===== src/rtl/cpu_defs.sv =====
// Shared CPU definitions: ROM geometry, arbitration owner encoding and
// the byte-address legality rule used by the ROM arbiter.
package cpu_defs;

  typedef enum logic [1:0] {OWN_NONE, OWN_IF, OWN_MEM} owner_t;

  localparam int ROM_ADDR_W = 10;
  localparam int WORD_W     = 32;

  // A byte address is legal when word aligned and inside the ROM window.
  function automatic logic addr_legal(input logic [31:0] addr, input int unsigned aw);
    logic [31:0] hi;
    hi = addr >> (aw + 2);
    return (addr[1:0] == 2'b00) && (hi == 32'd0);
  endfunction

endpackage


===== src/rtl/rom_arbiter.sv =====
// Shares the single-ported instruction ROM between fetch and data-load ports:
// combinational arbitration with starvation guard, one-cycle tagged responses.
module rom_arbiter
  import cpu_defs::*;
#(
  parameter int ADDR_W     = ROM_ADDR_W,
  parameter int DATA_W     = WORD_W,
  parameter int STARVE_MAX = 4
) (
  input  logic              clk,
  input  logic              rst,
  input  logic              if_req_i,
  input  logic [31:0]       if_addr_i,
  output logic              if_gnt_o,
  output logic              if_rvalid_o,
  output logic [DATA_W-1:0] if_rdata_o,
  output logic              if_err_o,
  input  logic              mem_req_i,
  input  logic [31:0]       mem_addr_i,
  output logic              mem_gnt_o,
  output logic              mem_rvalid_o,
  output logic [DATA_W-1:0] mem_rdata_o,
  output logic              mem_err_o,
  output logic              rom_ce_o,
  output logic [ADDR_W-1:0] rom_addr_o,
  input  logic [DATA_W-1:0] rom_data_i
);

  localparam int CNT_W = $clog2(STARVE_MAX + 1);
  localparam logic [CNT_W-1:0] CNT_MAX = CNT_W'(STARVE_MAX);

  typedef enum logic [1:0] {IDLE, RESP_IF, RESP_MEM} resp_t;

  owner_t            owner_p0;
  logic [31:0]       addr_sel_p0;
  logic              legal_p0;
  logic [CNT_W-1:0]  starve_cnt;
  logic [ADDR_W-1:0] addr_hold;
  resp_t             state_p1;
  logic              err_p1;

  // Stage p0: arbitration and address check, same cycle as the request
  always_comb begin
    owner_p0 = OWN_NONE;
    if (rst)
      owner_p0 = OWN_NONE;
    else if (if_req_i && mem_req_i)
      owner_p0 = (starve_cnt == CNT_MAX) ? OWN_IF : OWN_MEM;
    else if (if_req_i)
      owner_p0 = OWN_IF;
    else if (mem_req_i)
      owner_p0 = OWN_MEM;
  end

  assign addr_sel_p0 = (owner_p0 == OWN_IF) ? if_addr_i : mem_addr_i;
  assign legal_p0    = addr_legal(addr_sel_p0, ADDR_W);
  assign if_gnt_o    = (owner_p0 == OWN_IF);
  assign mem_gnt_o   = (owner_p0 == OWN_MEM);
  assign rom_ce_o    = (owner_p0 != OWN_NONE) && legal_p0;
  assign rom_addr_o  = rom_ce_o ? addr_sel_p0[ADDR_W+1:2] : addr_hold;

  // A mem grant with if still requesting can only be a contested win.
  always_ff @(posedge clk or posedge rst) begin
    if (rst) begin
      starve_cnt <= '0;
      addr_hold  <= '0;
    end else begin
      addr_hold <= rom_addr_o;
      if (if_gnt_o || !if_req_i)
        starve_cnt <= '0;
      else if (mem_gnt_o)
        starve_cnt <= starve_cnt + 1'b1;
    end
  end

  // Stage p1: response tracker, ROM data arrives this cycle
  always_ff @(posedge clk or posedge rst) begin
    if (rst) begin
      state_p1 <= IDLE;
      err_p1   <= 1'b0;
    end else begin
      case (owner_p0)
        OWN_IF:  state_p1 <= RESP_IF;
        OWN_MEM: state_p1 <= RESP_MEM;
        default: state_p1 <= IDLE;
      endcase
      err_p1 <= (owner_p0 != OWN_NONE) && !legal_p0;
    end
  end

  assign if_rvalid_o  = (state_p1 == RESP_IF);
  assign if_err_o     = if_rvalid_o && err_p1;
  assign if_rdata_o   = (if_rvalid_o && !err_p1) ? rom_data_i : '0;
  assign mem_rvalid_o = (state_p1 == RESP_MEM);
  assign mem_err_o    = mem_rvalid_o && err_p1;
  assign mem_rdata_o  = (mem_rvalid_o && !err_p1) ? rom_data_i : '0;

endmodule


===== config.mk =====
export PLATFORM = sky130hd
export DESIGN_NAME = rom_arbiter
export DESIGN_NICKNAME = d
export VERILOG_FILES = /design/src/rtl/cpu_defs.sv /design/src/rtl/rom_arbiter.sv
export SDC_FILE = /design/constraint.sdc
export NUM_CORES = 1
export LEC_CHECK = 0
export ABC_AREA = 1
export BUFFER_PORTS_ARGS = -buffer_cell sky130_fd_sc_hd__buf_2
export CORE_MARGIN = 3
export CORE_UTILIZATION = 32
export CTS_CLUSTER_SIZE = 16
export DETAILED_ROUTE_END_ITERATION = 7
export GPL_ROUTABILITY_DRIVEN = 0
export PLACE_DENSITY = 0.81
export SETUP_SLACK_MARGIN = 0.5
export SLEW_MARGIN = 20
export SYNTH_ARGS = -nofsm -noshare
export SYNTH_HDL_FRONTEND = slang
export SYNTH_SLANG_ARGS = --single-unit

===== constraint.sdc =====
create_clock -name clk -period 2.01 [get_ports clk]
set_clock_uncertainty 0.15 [all_clocks]
set_input_delay 0.1005 -clock clk [delete_from_list [all_inputs] [get_ports clk]]
set_output_delay 0.1005 -clock clk [all_outputs]
set_load 0.05 [all_outputs]

==> summary.txt, run 1 <==
Outcome
  • Outcome: did not finish
  • Fail Step: clock tree synthesis
  • Log Error: [ERROR DPL-0038] Utilization greater than 100%, impossible to legalize

Synth
  • Top cells by count, synth: nor2_1, nand2_1, inv_1
  • Top-count cell post-synth: nor2_1
  • Register bit total from synthesis: 16
  • Syn Inst Count: 260
  • Post-synth cell types: 19
  • Syn nets: 362
  • Post-synth EDFFs: 0
  • Cell accounting for the most synthesized area: dfrtp_1
  • Dominant synthesized flop cell: dfrtp_1
  • Register area share after synthesis: 28.4%
  • Main area contributors after synthesis: dfrtp_1, nor2_1, nand2_1
  • Top cell type's share of synthesized area: 28.4%
  • Avg Inst Size Synth: 5.41 um^2
  • Synth warn: 0
  • Async SR Flop Fraction: 100%
  • Synth Cell Area: 0.00141 mm^2

Die
  • Chip Width: 72.3 um
  • Die height: 72.3 um
  • # IOs: 181
  • FP Rows: 23
  • Initial Util: 34.2%

Clock tree
  • Clock Path Buffers: 2
  • Post-cts sizing count: 240
  • Root Driver: clkbuf_8
  • CTS buffer count: 3
  • Post-CTS setup buffers: 19
  • Hold_buf cts: 3
  • Clock sink count: 16
  • H-tree depth reported by CTS: 1

Place
  • DP Area: 0.00307 mm^2
  • Port Buffers: 180
  • Dpl hpwl: 5190 um
[cells by family after synthesis]
family | Yosys count | synth area share, %
AO/OA/AOI/OAI | 6 | 2.67
flip-flops | 16 | 28.4
AND/OR/NAND/NOR | 182 | 51.4
adder cells (fa/ha/maj) | 2 | 1.78
buffers and inverters | 54 | 15.7
[through the flow]
stage,setup WS (ns),instances
after floorplan,0.212,260
after global placement,-0.0431,490
after detailed placement,-0.0923,490
==> run 2: changes to the inputs <==
--- a/config.mk
+++ b/config.mk
@@ -9,11 +9,9 @@
 export BUFFER_PORTS_ARGS = -buffer_cell sky130_fd_sc_hd__buf_2
 export CORE_MARGIN = 3
 export CORE_UTILIZATION = 32
-export CTS_CLUSTER_SIZE = 16
 export DETAILED_ROUTE_END_ITERATION = 7
 export GPL_ROUTABILITY_DRIVEN = 0
-export PLACE_DENSITY = 0.81
-export SETUP_SLACK_MARGIN = 0.5
+export PLACE_DENSITY_LB_ADDON = 0.15
 export SLEW_MARGIN = 20
 export SYNTH_ARGS = -nofsm -noshare
 export SYNTH_HDL_FRONTEND = slang
==> run 2 against run 1 <==
Against the previous run: the flow now finishes, with violations (negative setup slack); area after synthesis unchanged; synthesized cell count unchanged.
==> summary.txt, run 2 <==
Critical path
  • R2R setup slack: 0.10 ns
  • CP Capture Type: primary output
  • Critical path arrival: 1.88 ns
  • Setup CP Type: flop to primary output
  • Reg2reg start: starve_cnt[1]
  • Crit path to: rom_addr_o[3]
  • CP startpoint kind: flop
  • Crit path required time: 1.76 ns
  • R2r endpoint: addr_hold[8]
  • Setup crit start: starve_cnt[1]
  • Worst Path Max Fanout: 5
  • Worst r2r path cells: 10

Die
  • Initial Util: 34.2%
  • Area of the core: 0.00412 mm^2
  • Die height: 72.3 um
  • Chip Width: 72.3 um
  • Die area: 0.00523 mm^2
  • # IOs: 181
  • FP Rows: 23

Min path
  • Hold Path Depth: 3
  • Hold Crit Class: primary input to flop

Timing
  • Setup WS post-layout: -0.125 ns
  • Fin crit period: 2.14 ns
  • Final setup vio count: 10
  • Slew Limit Fails: 0
  • Hold Vio Cnt, Final: 0
  • Post-Route Setup TNS: -0.855 ns
  • Max Fclk: 0.468 GHz
  • Slew headroom: 78.8%
  • Crit share post-route: 106%
  • RSZ-0062 raised after global routing: true
  • Worst-margin pin slew: 0.318 ns

Clock tree
  • Root Driver: clkbuf_8
  • Clock sink count: 16
  • CTS buffer count: 3
  • TritonCTS clock tree: built
  • Worst-Skew Late Latency: 0.25 ns
  • H-tree depth reported by CTS: 1
  • Clk pin slew, worst setup/hold paths: 0.06 ns
  • Clock Path Buffers: 2

Synth
  • Top-count cell post-synth: nor2_1
  • Synth Cell Area: 0.00141 mm^2
  • Syn nets: 362
  • Top cell type's share of synthesized area: 28.4%
  • Post-synth EDFFs: 0
  • Post-synth cell types: 19
  • Register bit total from synthesis: 16
  • Dominant synthesized flop cell: dfrtp_1
  • Register area share after synthesis: 28.4%
  • Syn Inst Count: 260
  • Synth warn: 0
  • Async SR Flop Fraction: 100%
  • Avg Inst Size Synth: 5.41 um^2
  • Top cells by count, synth: nor2_1, nand2_1, inv_1
  • Main area contributors after synthesis: dfrtp_1, nor2_1, nand2_1
  • Cell accounting for the most synthesized area: dfrtp_1

Power
  • Max VDD drop: 0.000256 V
  • Pleak: 1.85 nW
  • Final Power: 0.00106 W
  • Power Density: 366 mW/mm^2

Drt
  • Routed vias/inst: 4.43
  • Post-route DRC violation count: 0
  • Routed wire length: 5720 um
  • Via count: 2230
  • Initial DRC Count: 54
  • WL per Instance: 11.4 um
  • Router iterations before antenna repair: 4
  • Post-route ant nets: 0

Final layout
  • Antenna Cells: 0
  • Most flops, register: addr_hold
  • Commonest non-fill, non-tap cells in the layout: buf_2, nor2_2, nand2_1, inv_1, nor2_1
  • Max reg flops: 10
  • NumNets Final: 556
  • Area grow syn2layout: 106%
  • Biggest regs: addr_hold: 10 flops, starve_cnt: 3 flops, state_p1: 2 flops
  • Fin util: 70.5%
  • Share of cells above drive strength 1: 64.0%
  • Commonest non-fill, non-tap cell in the layout: buf_2
  • Post-Layout Cell Count: 503

Place
  • Port Buffers: 180
  • Dpl ws: 0.0350 ns
  • Dpl hpwl: 4690 um
  • Placed cells: 489

Job
  • Max-cap violations: 0

Global route
  • First-pass GRT wire length: 8360 um
  • Gr usage total: 19.8%
  • Largest net degree at the start of global routing: 33
  • Aggregate global routing overflow: 0
  • Antenna violations before repair: 0
  • Vias in the first global route: 1965

Outcome
  • Failing checks: negative setup slack
  • Outcome: finished with violations
==> run 2: worst min path at each step <==
stage               startpoint             to
global placement           rst  starve_cnt[0]
CTS                        rst  starve_cnt[1]
finish                     rst  starve_cnt[1]
floorplan                  rst   addr_hold[0]
global route               rst  starve_cnt[1]
detailed placement         rst  starve_cnt[0]
==> run 2: cells by family after synthesis <==
logic type,share of synthesized area (%)
AOI/OAI and AO/OA,2.67
buffers and inverters,15.7
adders and majority gates,1.78
DFF,28.4
and+or+nand+nor,51.4
==> run 2: layout make-up <==
cell class	count	area [um^2]
timing repair buffer	200	1200
tap	50	62.6
sequential	16	400
fill	377	1210
inverter	43	161
multi-input combinational	190	1020
clock buffer	4	55.1
==> run 2: power breakdown <==
group	switching, W	internal [W]
Clock	0.000118	0.000174
Sequential	0.00000308	0.000327
Combinational	0.000291	0.000150
==> run 2: what timing repair did <==
item | CTS | global route
pin swaps | 2 | 14
hold endpoints to repair | 18 | 0
cloned | 0 | 1
buffers inserted | 3 | 4
hold buffers | 2 | 0
resized for setup | 31 | 15
endpoints found under the setup margin | 11 | 11
==> run 2: per-stage QoR <==
stage	hold WS [ns]	instance area (um^2)
floorplan	-0.212	1580
global placement	0.0260	2590
detailed placement	0.0317	2590
CTS	0.0211	2790
global route	0.0553	2900
finish	0.0266	2900
==> run 2: worst max-delay path: stages, from the launching register on <==
cell and delay (ns):
dfrtp_1 0.39, inv_2 0.06, ha_2 0.19, nand2_4 0.07, nand2_2 0.08, nand2_4 0.06
nor2_4 0.07, nand3_2 0.08, nand2_4 0.12, clkbuf_16 0.15, nand3_1 0.09, nand2_2 0.11
buf_8 0.15
==> run 2: layer usage <==
layer	global-route usage, %	vias to the layer above	share of wire [%]
met1	20.3	953	33
met4	7.52	0	2.0
met3	2.77	9	10
met2	39.7	122	54
met5	0	-	0
li1	-	1146	-
Note: power is estimated with default switching activity, not from simulation.
==> run 3: changes to the inputs <==
--- a/config.mk
+++ b/config.mk
@@ -11,7 +11,9 @@
 export CORE_UTILIZATION = 32
 export DETAILED_ROUTE_END_ITERATION = 7
 export GPL_ROUTABILITY_DRIVEN = 0
+export MAX_ROUTING_LAYER = met4
 export PLACE_DENSITY_LB_ADDON = 0.15
+export SETUP_SLACK_MARGIN = 0.15
 export SLEW_MARGIN = 20
 export SYNTH_ARGS = -nofsm -noshare
 export SYNTH_HDL_FRONTEND = slang
==> run 3 against run 2 <==
Against the previous run: the flow still finishes with violations (negative setup slack); critical endpoint is now rom_addr_o[8]; clock power shrank 3%; setup slack lost 0.055 ns; clock-buffer cell count is the same; largest power group unchanged; non-clock buffer count grew 5; power grew 8.6%.
==> summary.txt, run 3 (synthesis results as in run 2) <==
Outcome
  • Outcome: finished with violations
  • Failing checks: negative setup slack

Drt
  • Router iterations before antenna repair: 4
  • WL per Instance: 13.0 um
  • Post-route ant nets: 0
  • Routed vias/inst: 4.58
  • Post-route DRC violation count: 0
  • Routed wire length: 6610 um
  • Via count: 2328
  • Initial DRC Count: 79

Final layout
  • Commonest non-fill, non-tap cells in the layout: buf_2, nor2_4, nand2_1, buf_4, inv_1
  • Most flops, register: addr_hold
  • Fin util: 84.2%
  • NumNets Final: 561
  • Area grow syn2layout: 146%
  • Post-Layout Cell Count: 508
  • Commonest non-fill, non-tap cell in the layout: buf_2
  • FILL cells: 248
  • Max reg flops: 10
  • Biggest regs: addr_hold: 10 flops, starve_cnt: 3 flops, state_p1: 2 flops
  • Share of cells above drive strength 1: 66.6%
  • Antenna Cells: 0

Critical path
  • Crit path required time: 1.76 ns
  • CP Cell Sequence: inv_2, ha_4, nand2_4, nand2_4, nand2_4, nor2_1, nand3_1, nand2_4, clkbuf_16, nand3_2, nand2_2, buf_8
  • Critical path arrival: 1.94 ns
  • WP depth: 12
  • Most frequent CP cell: nand2_4
  • CP startpoint kind: flop
  • Delay-heaviest family, CP: simple AND/OR/NAND/NOR gates
  • Worst r2r path cells: 10
  • Setup CP Type: flop to primary output
  • Max stage delay cell, worst path: dfrtp_1
  • Highest cell delay on the worst timing path: 0.39 ns
  • CP Buf/Inv Count: 3
  • Worst Path Max Fanout: 5
  • CP Capture Type: primary output

Power
  • Gate power share: 46.9%
  • Clock share of power: 24.4%
  • Pleak: 1.92 nW
  • Switching part of the total power: 40.3%
  • Sequential share of power: 28.7%
  • Psw: 0.000465 W
  • Power Density: 333 mW/mm^2
  • Power Internal: 0.000689 W
  • Max VDD drop: 0.000297 V

Timing
  • RSZ-0062 raised after global routing: true
  • Slew headroom: 81.5%
  • Hold Vio Cnt, Final: 0
  • Fin crit period: 2.19 ns
  • Slew Limit Fails: 0
  • Worst-margin pin slew: 0.276 ns
  • Crit share post-route: 109%
  • Max Fclk: 0.457 GHz
  • Final setup vio count: 10
  • Setup WS post-layout: -0.180 ns

Die
  • # IOs: 181
  • Area of the core: 0.00412 mm^2
  • Die height: 72.3 um
  • Initial Util: 34.2%
  • Chip Width: 72.3 um
  • FP Rows: 23
  • Die area: 0.00523 mm^2

Clock tree
  • Root Driver: clkbuf_8
  • TritonCTS clock tree: built
  • Worst-Skew Late Latency: 0.24 ns
  • Clk pin slew, worst setup/hold paths: 0.06 ns
  • Clock sink count: 16
  • Clock Path Buffers: 2
  • H-tree depth reported by CTS: 1
  • CTS buffer count: 3

Global route
  • Aggregate global routing overflow: 0
  • First-pass GRT wire length: 9240 um
  • Largest net degree at the start of global routing: 17
  • Gr usage total: 22.5%
  • Antenna violations before repair: 0
  • Vias in the first global route: 2106

Job
  • Max-cap violations: 0

Place
  • Placed cells: 489
  • Port Buffers: 180
  • Dpl hpwl: 4980 um

Min path
  • Hold Crit Class: primary input to flop
  • Hold Path Depth: 3
==> run 3: cell count changes in the layout (fill, tap and decap cells not counted), sizes merged <==
cell	change
clkbuf	+4
buf	+1
clkinvlp	+1
inv	-1
==> run 3: final cells by class <==
cell class	instances	area, um^2	share of cell area [%]
Inverter	43	168	4.84
Clock buffer	4	55.1	1.59
Sequential cell	16	400	11.6
Timing Repair Buffer	205	1370	39.7
Tap cell	50	62.6	1.81
Multi-Input combinational cell	190	1410	40.6
==> run 3: path summary, 6_finish.rpt <==
kind / from / end / slack [ns]
worst max-delay path: starve_cnt[1] / rom_addr_o[8] / -0.18
worst min-delay path: rst / starve_cnt[0] / 0.009
worst max register to register: starve_cnt[1] / addr_hold[8] / 0.01
worst min register to register: addr_hold[6] / addr_hold[6] / 0.36
max in group asynchronous: rst / addr_hold[0] / 1.21
min in group asynchronous: rst / addr_hold[3] / 0.31
==> run 3: per-layer routing <==
metal	track usage [%]	share of wire (%)
met2	43.3	55
met5	-	0
met3	3.46	9.1
met4	6.68	2.5
met1	23.3	33
==> run 3: power by group through the flow <==
stage / Clock [W] / Combinational (W) / Sequential [W]
global placement: 0 / 0.000486 / 0.000336
floorplan: 0 / 0.000320 / 0.000336
global route: 0.000301 / 0.000579 / 0.000331
finish: 0.000282 / 0.000541 / 0.000331
CTS: 0.000285 / 0.000515 / 0.000331
detailed placement: 0 / 0.000492 / 0.000336
==> run 3: per-stage QoR <==
| step | setup WS, ns | area [um^2] | setup TNS, ns | power, W | hold WS, ns |
|---|---|---|---|---|---|
| 2_1_floorplan | -0.0236 | 1900 | -1.41 | 0.000655 | -0.212 |
| 3_3_place_gp | 0.0849 | 2940 | 0 | 0.000822 | 0.0254 |
| 3_5_place_dp | 0.0253 | 2940 | 0 | 0.000828 | 0.0253 |
| 4_1_cts | -0.113 | 3220 | -1.06 | 0.00113 | 0.0103 |
| 5_1_grt | -0.289 | 3460 | -2.73 | 0.00121 | 0.0158 |
| 6_report | -0.180 | 3460 | -1.40 | 0.00115 | 0.00871 |
==> run 3: timing repair <==
item / CTS / global route
setup buffers: 2 / 10
hold buffers: 2 / 0
hold endpoints to repair: 17 / 0
resized for setup: 58 / 36
setup endpoints to repair: 51 / 59
cloned: 0 / 1
pin swaps: 2 / 20
==> run 3: worst register-to-register path, stage by stage, from the launching register on <==
cell and delay (ns):
dfrtp_1 0.39, inv_2 0.08, ha_4 0.14, nand2_4 0.07, o211ai_1 0.28, nand2_2 0.16
buf_6 0.18, nand3_2 0.10, nand2_2 0.08, buf_4 0.14, buf_4 0.12
==> run 4: changes to the inputs <==
--- a/config.mk
+++ b/config.mk
@@ -6,10 +6,10 @@
 export NUM_CORES = 1
 export LEC_CHECK = 0
 export ABC_AREA = 1
-export BUFFER_PORTS_ARGS = -buffer_cell sky130_fd_sc_hd__buf_2
-export CORE_MARGIN = 3
-export CORE_UTILIZATION = 32
+export CORE_AREA = 3 3 68 70
 export DETAILED_ROUTE_END_ITERATION = 7
+export DIE_AREA = 0 0 71 73
+export DONT_BUFFER_PORTS = 1
 export GPL_ROUTABILITY_DRIVEN = 0
 export MAX_ROUTING_LAYER = met4
 export PLACE_DENSITY_LB_ADDON = 0.15
==> run 4 against run 3 <==
Against the previous run: the flow now stops in global routing; area after synthesis unchanged; synthesized cell count unchanged.
==> summary.txt, run 4 <==
Synth
  • Register area share after synthesis: 28.4%
  • Synth warn: 0
  • Top cell type's share of synthesized area: 28.4%
  • Top-count cell post-synth: nor2_1
  • Post-synth EDFFs: 0
  • Post-synth cell types: 19
  • Register bit total from synthesis: 16
  • Main area contributors after synthesis: dfrtp_1, nor2_1, nand2_1
  • Syn Inst Count: 260
  • Avg Inst Size Synth: 5.41 um^2
  • Top cells by count, synth: nor2_1, nand2_1, inv_1
  • Synth Cell Area: 0.00141 mm^2
  • Cell accounting for the most synthesized area: dfrtp_1
  • Async SR Flop Fraction: 100%
  • Dominant synthesized flop cell: dfrtp_1
  • Syn nets: 362

Die
  • # IOs: 181
  • Die height: 73 um
  • Initial Util: 34.9%
  • FP Rows: 23
  • Chip Width: 71 um

Place
  • Dpl ws: 0.0745 ns
  • Dpl hpwl: 5880 um
  • DP Area: 0.00348 mm^2
  • Port Buffers: 0

Outcome
  • Outcome: did not finish
  • Log Error: [ERROR DPL-0038] Utilization greater than 100%, impossible to legalize
  • Fail Step: global routing

Clock tree
  • Clock Path Buffers: 2
  • Root Driver: clkbuf_8
  • CTS buffer count: 3
  • H-tree depth reported by CTS: 1
  • Clock sink count: 16

Timing
  • Worst EP Category: output port
  • Worst-path endpoint after global-route repair_timing: rom_addr_o[6]

Global route
  • Largest net degree at the start of global routing: 33
run 4: cell counts after synthesis:
No cell type changed its count.
run 4: cells by family after synthesis:
logic type / count (synthesis) / synth area share (%)
buf+inv: 54 / 15.7
simple gates: 182 / 51.4
fa+ha+maj: 2 / 1.78
compound gates: 6 / 2.67
flops: 16 / 28.4
run 4: what timing repair did:
item	CTS
hold buffers	11
setup endpoints to repair	33
gates cloned	1
pin swaps	15
endpoints found under the hold margin	25
resized for setup	22
setup buffers	8
run 4: stage by stage:
step / instances / setup TNS, ns
after CTS: 410 / -0.389
after detailed placement: 387 / 0
after global placement: 387 / 0
after floorplan: 260 / -1.41
